File: src/rtl/stage_mem_lsu.sv
`default_nettype none
// ============================================================================
//  Module   : stage_mem_lsu
//  Purpose  : Memory-access pipeline stage. Launches loads and stores to a
//             variable-latency data memory over a req/ack handshake. Stalls
//             the front of the pipeline while an access is outstanding.
//             Owns the MEM/WR pipeline register.
//  Revision : 1.0  initial release
// ----------------------------------------------------------------------------
//  Ports
//    Clk, Rst_n         clock (rising edge); synchronous active-low reset
//    MEMin_*            EX/MEM register contents (held stable while stalled)
//    WR_RegDin/Rw/RegWr write-back stage result, used to forward store data
//    Mem_Req/We/Addr/WData/BE
//                       registered request to the data memory
//    Mem_Ack/RData      memory response
//    Stall              freezes IF/ID/EX and the EX/MEM register
//    PCSrc, Btarg_or_Jtarg
//                       redirect request and its target
//    WRin_*             registered MEM/WR outputs
// ============================================================================
module stage_mem_lsu #(
    parameter int DATA_W      = 32,
    parameter int ADDR_W      = 32,
    parameter int REG_AW      = 5,
    parameter int MEM_TIMEOUT = 15
) (
    input  logic                Clk,
    input  logic                Rst_n,
    input  logic                MEMin_Valid,
    input  logic [ADDR_W-1:0]   MEMin_ALUout,
    input  logic [DATA_W-1:0]   MEMin_busB,
    input  logic [REG_AW-1:0]   MEMin_Rt,
    input  logic [REG_AW-1:0]   MEMin_Rw,
    input  logic                MEMin_RegWr,
    input  logic                MEMin_MemtoReg,
    input  logic                MEMin_MemRd,
    input  logic                MEMin_MemWr,
    input  logic                MEMin_Branch,
    input  logic                MEMin_Jump,
    input  logic                MEMin_Zero,
    input  logic                MEMin_Overflow,
    input  logic [1:0]          MEMin_Size,
    input  logic                MEMin_SignExt,
    input  logic [ADDR_W-1:0]   MEMin_Btarg,
    input  logic [ADDR_W-1:0]   MEMin_Jtarg,
    input  logic [DATA_W-1:0]   WR_RegDin,
    input  logic [REG_AW-1:0]   WR_Rw,
    input  logic                WR_RegWr,
    output logic                Mem_Req,
    output logic                Mem_We,
    output logic [ADDR_W-1:0]   Mem_Addr,
    output logic [DATA_W-1:0]   Mem_WData,
    output logic [DATA_W/8-1:0] Mem_BE,
    input  logic                Mem_Ack,
    input  logic [DATA_W-1:0]   Mem_RData,
    output logic                Stall,
    output logic                PCSrc,
    output logic [ADDR_W-1:0]   Btarg_or_Jtarg,
    output logic                WRin_Valid,
    output logic                WRin_RegWr,
    output logic                WRin_MemtoReg,
    output logic                WRin_Overflow,
    output logic                WRin_AddrExc,
    output logic                WRin_BusErr,
    output logic [DATA_W-1:0]   WRin_Dout,
    output logic [DATA_W-1:0]   WRin_ALUout,
    output logic [REG_AW-1:0]   WRin_Rw
);

    localparam int c_nbytes = DATA_W / 8;
    localparam int c_offw   = $clog2(c_nbytes);

    localparam logic [1:0] c_st_idle = 2'd0;
    localparam logic [1:0] c_st_wait = 2'd1;
    localparam logic [1:0] c_st_done = 2'd2;

    logic [1:0]          r_state;
    logic [1:0]          w_state_nxt;
    logic [7:0]          r_cnt;
    logic                r_buserr;
    logic [DATA_W-1:0]   r_load_data;

    logic                w_access;
    logic                w_size_bad;
    logic                w_misaligned;
    logic                w_launch;
    logic                w_timeout;
    logic                w_stall;
    logic [c_offw-1:0]   w_off;
    logic [DATA_W-1:0]   w_st_src;
    logic [DATA_W-1:0]   w_wdata;
    logic [7:0]          w_be_mask;
    logic [c_nbytes-1:0] w_be;
    logic [2:0]          w_lane_mask;
    logic [DATA_W-1:0]   w_shifted;
    logic [DATA_W-1:0]   w_size_mask;
    logic                w_sign;
    logic [DATA_W-1:0]   w_load_ext;

    // ------------------------------------------------------------------
    // Access decode and alignment
    // ------------------------------------------------------------------
    assign w_access = MEMin_Valid & (MEMin_MemRd | MEMin_MemWr);
    assign w_off    = MEMin_ALUout[c_offw-1:0];

    always_comb begin
        w_size_bad = 1'b0;
        case (MEMin_Size)
            2'd0:    w_size_bad = 1'b0;
            2'd1:    w_size_bad = MEMin_ALUout[0];
            2'd2:    w_size_bad = |MEMin_ALUout[1:0];
            default: w_size_bad = (DATA_W == 32) || (|MEMin_ALUout[2:0]);
        endcase
    end

    // Alignment only matters for real memory accesses; ALU results with
    // arbitrary low bits must not be flagged.
    assign w_misaligned = w_access & w_size_bad;
    assign w_launch     = w_access & ~w_misaligned;
    assign w_timeout    = (r_cnt == 8'(MEM_TIMEOUT - 1));

    // ------------------------------------------------------------------
    // Store lanes: forwarded source, replicated data, byte enables
    // ------------------------------------------------------------------
    assign w_st_src = (WR_RegWr && (WR_Rw == MEMin_Rt) && (MEMin_Rt != '0))
                      ? WR_RegDin : MEMin_busB;

    always_comb begin
        w_be_mask   = 8'h01;
        w_lane_mask = 3'd0;
        case (MEMin_Size)
            2'd0:    begin w_be_mask = 8'h01; w_lane_mask = 3'd0; end
            2'd1:    begin w_be_mask = 8'h03; w_lane_mask = 3'd1; end
            2'd2:    begin w_be_mask = 8'h0F; w_lane_mask = 3'd3; end
            default: begin w_be_mask = 8'hFF; w_lane_mask = 3'd7; end
        endcase
    end

    assign w_be = w_be_mask[c_nbytes-1:0] << w_off;

    // Each memory byte lane takes the source byte whose index is the lane
    // number modulo the access size, which replicates the operand.
    always_comb begin
        w_wdata = '0;
        for (int b = 0; b < c_nbytes; b++) begin
            w_wdata[b*8 +: 8] =
                w_st_src[{(3'(b) & w_lane_mask & 3'(c_nbytes - 1)), 3'b000} +: 8];
        end
    end

    // ------------------------------------------------------------------
    // Load extraction and extension
    // ------------------------------------------------------------------
    assign w_shifted = Mem_RData >> {w_off, 3'b000};

    always_comb begin
        w_size_mask = DATA_W'(8'hFF);
        w_sign      = w_shifted[7];
        case (MEMin_Size)
            2'd0:    begin w_size_mask = DATA_W'(8'hFF);         w_sign = w_shifted[7];        end
            2'd1:    begin w_size_mask = DATA_W'(16'hFFFF);      w_sign = w_shifted[15];       end
            2'd2:    begin w_size_mask = DATA_W'(32'hFFFF_FFFF); w_sign = w_shifted[31];       end
            default: begin w_size_mask = '1;                     w_sign = w_shifted[DATA_W-1]; end
        endcase
    end

    assign w_load_ext = (w_shifted & w_size_mask) |
                        ((MEMin_SignExt & w_sign) ? ~w_size_mask : '0);

    // ------------------------------------------------------------------
    // Handshake FSM
    // ------------------------------------------------------------------
    always_ff @(posedge Clk) begin
        if (!Rst_n) begin
            r_state <= c_st_idle;
        end else begin
            r_state <= w_state_nxt;
        end
    end

    always_comb begin
        w_state_nxt = r_state;
        w_stall     = 1'b0;
        case (r_state)
            c_st_idle: begin
                if (w_launch) begin
                    w_stall     = 1'b1;
                    w_state_nxt = c_st_wait;
                end
            end
            c_st_wait: begin
                w_stall = 1'b1;
                if (Mem_Ack || w_timeout) begin
                    w_state_nxt = c_st_done;
                end
            end
            c_st_done: begin
                w_state_nxt = c_st_idle;
            end
            default: begin
                w_state_nxt = c_st_idle;
            end
        endcase
    end

    assign Stall = w_stall;

    // Memory request, timeout counter and access result.
    always_ff @(posedge Clk) begin
        if (!Rst_n) begin
            Mem_Req     <= 1'b0;
            Mem_We      <= 1'b0;
            Mem_Addr    <= '0;
            Mem_WData   <= '0;
            Mem_BE      <= '0;
            r_cnt       <= '0;
            r_buserr    <= 1'b0;
            r_load_data <= '0;
        end else begin
            case (r_state)
                c_st_idle: begin
                    if (w_launch) begin
                        Mem_Req     <= 1'b1;
                        Mem_We      <= MEMin_MemWr;
                        Mem_Addr    <= {MEMin_ALUout[ADDR_W-1:c_offw], {c_offw{1'b0}}};
                        Mem_WData   <= w_wdata;
                        Mem_BE      <= w_be;
                        r_cnt       <= '0;
                        r_buserr    <= 1'b0;
                        r_load_data <= '0;
                    end
                end
                c_st_wait: begin
                    // An ack in the expiry cycle wins over the timeout.
                    if (Mem_Ack) begin
                        Mem_Req     <= 1'b0;
                        r_load_data <= w_load_ext;
                    end else if (w_timeout) begin
                        Mem_Req     <= 1'b0;
                        r_buserr    <= 1'b1;
                        r_load_data <= '0;
                    end else begin
                        r_cnt <= r_cnt + 8'd1;
                    end
                end
                default: begin
                    // DONE: result consumed by MEM/WR this edge; clear it so
                    // following pass-through instructions see a clean state.
                    r_cnt       <= '0;
                    r_buserr    <= 1'b0;
                    r_load_data <= '0;
                end
            endcase
        end
    end

    // ------------------------------------------------------------------
    // MEM/WR pipeline register
    // ------------------------------------------------------------------
    always_ff @(posedge Clk) begin
        if (!Rst_n) begin
            WRin_Valid    <= 1'b0;
            WRin_RegWr    <= 1'b0;
            WRin_MemtoReg <= 1'b0;
            WRin_Overflow <= 1'b0;
            WRin_AddrExc  <= 1'b0;
            WRin_BusErr   <= 1'b0;
            WRin_Dout     <= '0;
            WRin_ALUout   <= '0;
            WRin_Rw       <= '0;
        end else if (w_stall) begin
            WRin_Valid <= 1'b0;
            WRin_RegWr <= 1'b0;
        end else begin
            WRin_Valid    <= MEMin_Valid;
            WRin_RegWr    <= MEMin_RegWr & MEMin_Valid & ~w_misaligned & ~r_buserr;
            WRin_MemtoReg <= MEMin_MemtoReg;
            WRin_Overflow <= MEMin_Overflow;
            WRin_AddrExc  <= w_misaligned;
            WRin_BusErr   <= r_buserr;
            WRin_Dout     <= r_load_data;
            WRin_ALUout   <= DATA_W'(MEMin_ALUout);
            WRin_Rw       <= MEMin_Rw;
        end
    end

    // ------------------------------------------------------------------
    // Control transfer: only fires in the non-stalled cycle, so once per
    // instruction.
    // ------------------------------------------------------------------
    assign PCSrc          = MEMin_Valid & ~w_stall &
                            (MEMin_Jump | (MEMin_Branch & MEMin_Zero));
    assign Btarg_or_Jtarg = MEMin_Jump ? MEMin_Jtarg : MEMin_Btarg;

endmodule
`default_nettype wire

File: config.mk
export PLATFORM = sky130hd
export DESIGN_NAME = stage_mem_lsu
export DESIGN_NICKNAME = d
export VERILOG_FILES = /design/src/rtl/stage_mem_lsu.sv
export SDC_FILE = /design/constraint.sdc
export NUM_CORES = 1
export LEC_CHECK = 0
export BUFFER_PORTS_ARGS = -buffer_cell sky130_fd_sc_hd__buf_2
export CAP_MARGIN = 20
export CORE_UTILIZATION = 30
export DETAILED_ROUTE_END_ITERATION = 8
export PLACE_DENSITY_LB_ADDON = 0.05
export SETUP_SLACK_MARGIN = 0.3
export SYNTH_ARGS = -nofsm -noshare
export SYNTH_HDL_FRONTEND = slang
export SYNTH_SLANG_ARGS = --single-unit
File: constraint.sdc
create_clock -name Clk -period 5.03 [get_ports Clk]
set_input_delay 0.503 -clock Clk [delete_from_list [all_inputs] [get_ports Clk]]
set_output_delay 0.503 -clock Clk [all_outputs]
set_load 0.02 [all_outputs]
==> results.yml <==
power:
  p_leak_uw: 0.004756
  p_per_area_nw_per_um2: 315.8
  vdd_drop_max_mv: 0.2281
worst_setup_path:
  end_kind: "output port"
  startpoint_type: "flop"
  critPathRequiredTime_ns: 4.53
  rr_startpoint: "r_state[1]"
  cp.arrival_ns: 2.64
  cp_max_fo: 55
  rrSetupSlack_ns: 2.44
  ff2ff_path_depth: 5
  crit_type: "flop to output port"
  r2r_end: "Mem_WData[12]"
drt:
  via_count: 8582
  drt-total-wl_um: 33040
  wl_per_cell_um: 19.02
  antenna_left: 0
  drt_iter0_drc: 579
  drt-pass1-iter-count: 4
  drc: 0
  viasPerCell: 4.941
global_route:
  first_global_vias: 8138
  antenna_found_initial: 1
  grt_overflow_total: 0
  grt_usage_pct: 21.78
  grt_max_degree: 73
  grt_pass1_wl_um: 48220
run:
  cap_violations: 0
floorplanning:
  die_height_um: 171.0
  std_cell_rows: 61
  die_x_um: 171.0
  io_pins: 402
  core_area_um2: 27930
  start_util_pct: 30.68
  die-area_um2: 29250
sta:
  max_freq_ghz: 0.3182
  tightest_slew_ns: 1.029
  worst_clock_skew_ns: 0.02232
  max-slew-margin-rel_pct: 31.39
  drv_slew: 0
  finalCritPeriodShare_pct: 62.49
  min_period_ns: 3.143
  tns_ns: 0
  holdWs_ns: 0.3059
  hold_viol_final: 0
  rsz0062_at_grt: "false"
  setup_viol: 0
clock_tree:
  cts_tree: "yes"
  clk_latency_ns: 0.43
  cts_htree_levels: 4
  cts_resized: 0
  clock-root-buffer: "clkbuf_16"
  clk_pin_slew_ns: 0.08
  cts_buffers: 17
  cts_setup_buffers: 0
  cts_max_path_buffers: 2
  cts_sinks: 186
  cts_hold_buf: 0
final_layout:
  stdcell_area_um2: 11360
  fin_util_pct: 40.68
  drive_above_1_share_pct: 38.07
  n_fill_cell: 3003
  area_delta_synth_final_pct: 32.58
  fin_nets: 1570
  fin_cells: 1737
place:
  place_inst: 1704
  place_area_um2: 10780
  place_congestion: 0.8200
  port_buffers: 399
  dp_hpwl_um: 23900
hold_path:
  min_path_type: "primary input to flop"
  holdPathStages: 3
  hold_end: "Mem_Addr[13]"
  hp-start: "MEMin_ALUout[13]"
synthesis:
  synth_seq_cells: 186
  synth.avg_cell_area_um2: 8.503
  ys_types: 54
  netlist_area_um2: 8571
  yosysWarnings: 0
  netlist_instances: 1008
  ys_seq_area_share_pct: 43.45
run_status:
  status: "complete, no violations"
kinds of logic after synthesis:
kind of cell / share of synthesized area (%)
AO/OA/AOI/OAI: 23.07
AND/OR/NAND/NOR: 13.53
flip-flops: 43.45
buffers and inverters: 5.766
multiplexers: 13.45
XOR/XNOR: 0.4087
adder cells (fa/ha/maj): 0.2919
other: 0.04375
per-stage QoR:
stage	worst slack, ns	power [uW]
after floorplan	2.768	1982
after global placement	1.972	2260
after detailed placement	1.988	2261
after CTS	1.817	3634
after global routing	1.681	3742
final	1.887	3588
per-layer routing:
metal,global-route usage [%],vias up,part of all wire [%]
met5,0,-,0
met4,6.599,0,2.1
met3,3.655,31,5.1
met2,38.25,290,51
met1,27.01,3983,42
li1,-,4278,-
synth_stat cells, drive strengths merged:
master	number	area, um^2
o21ai	128	640.6
conb	1	3.750
dfxtp	186	3724
inv	20	75.07
o32ai	8	70.07
o221ai	16	202.7
a21boi	12	93.84
mux2	47	529.3
a21oi	144	724.5
a41o	1	10.01
a211oi	2	20.02
nor3	6	30.03
o211ai	7	52.55
nand4	2	12.51
nor2b	3	18.77
a31oi	1	6.260
xnor2	4	35.03
or3	2	12.51
nor4	4	25.02
and3	3	18.77
clkbuf	66	247.7
a2bb2oi	1	8.760
buf	31	167.7
nor2	12	47.55
o31ai	2	15.01
nand2	105	394.1
mux2i	60	600.6
o41ai	1	8.760
ha	2	25.02
mux4	1	22.52
o21a	5	37.54
clkinv	1	3.750
a21o	1	7.510
and2	2	12.51
or4	2	15.01
nand3	102	528.0
o22ai	9	70.07
a311oi	1	8.760
nor3b	1	7.510
nand2b	6	37.54
flip-flops by register name (all words and copies together) (netlist names):
name and cells:
WRin_BusErr 1, Mem_We 1, r_cnt 8, r_state 2, r_buserr 1, r_load_data 32
WRin_ALUout 32, WRin_Dout 32, Mem_Addr 30, WRin_AddrExc 1, WRin_Overflow 1, Mem_BE 4
Mem_Req 1, WRin_Rw 5, Mem_WData 32, WRin_Valid 1, WRin_MemtoReg 1, WRin_RegWr 1
final cells by class:
class	count	area, um^2	area share [%]
timing repair buffer	414	2113	18.60
multi-input combinational	705	4383	38.57
antenna	1	2.502	0.02202
inverter	21	81.33	0.7157
clock inverter	14	156.4	1.376
clock buffer	18	429.2	3.777
tap	378	473.0	4.162
sequential	186	3725	32.78
how the worst max path moves through the flow:
stage	start	endpoint	slack, ns	depth (start not counted)
floorplan	MEMin_Size[1]	PCSrc	2.77	7
CTS	r_state[1]	PCSrc	1.82	4
detailed placement	MEMin_Size[1]	Stall	1.99	7
global placement	MEMin_Size[1]	Stall	1.97	7
global route	r_state[1]	PCSrc	1.68	4
finish	r_state[1]	PCSrc	1.89	4
cells in the final DEF (no fill, tap or decap), types with 3 or more instances in the layout:
cell / count
xnor2_1: 4
o32ai_1: 8
nand2b_1: 6
nor4_1: 4
a21oi_1: 142
nor3_1: 5
a21boi_0: 10
o21a_1: 5
nor2_1: 11
o221ai_1: 6
mux2i_1: 60
o221ai_2: 10
clkinv_4: 4
inv_1: 19
clkbuf_16: 17
inv_8: 3
o21ai_0: 127
buf_2: 399
o22ai_1: 8
nand3_1: 100
nor2b_1: 3
inv_6: 3
mux2_2: 47
buf_4: 14
o211ai_1: 7
nand2_1: 105
dfxtp_1: 185
report_power, final:
part	switching (uW)	leakage (uW)	internal (uW)
Combinational	415	0.00296	233
Clock	658	0.000280	707
Sequential	37.3	0.00152	1540
Total	1110	0.00476	2480
critical path, cell delays in order (launching register included):
cell     delay, ns
dfxtp_2       1.01
buf_4         0.43
o21ai_0       0.27
nor2_1        0.27
buf_2         0.21
Note: power is estimated with default switching activity, not from simulation.
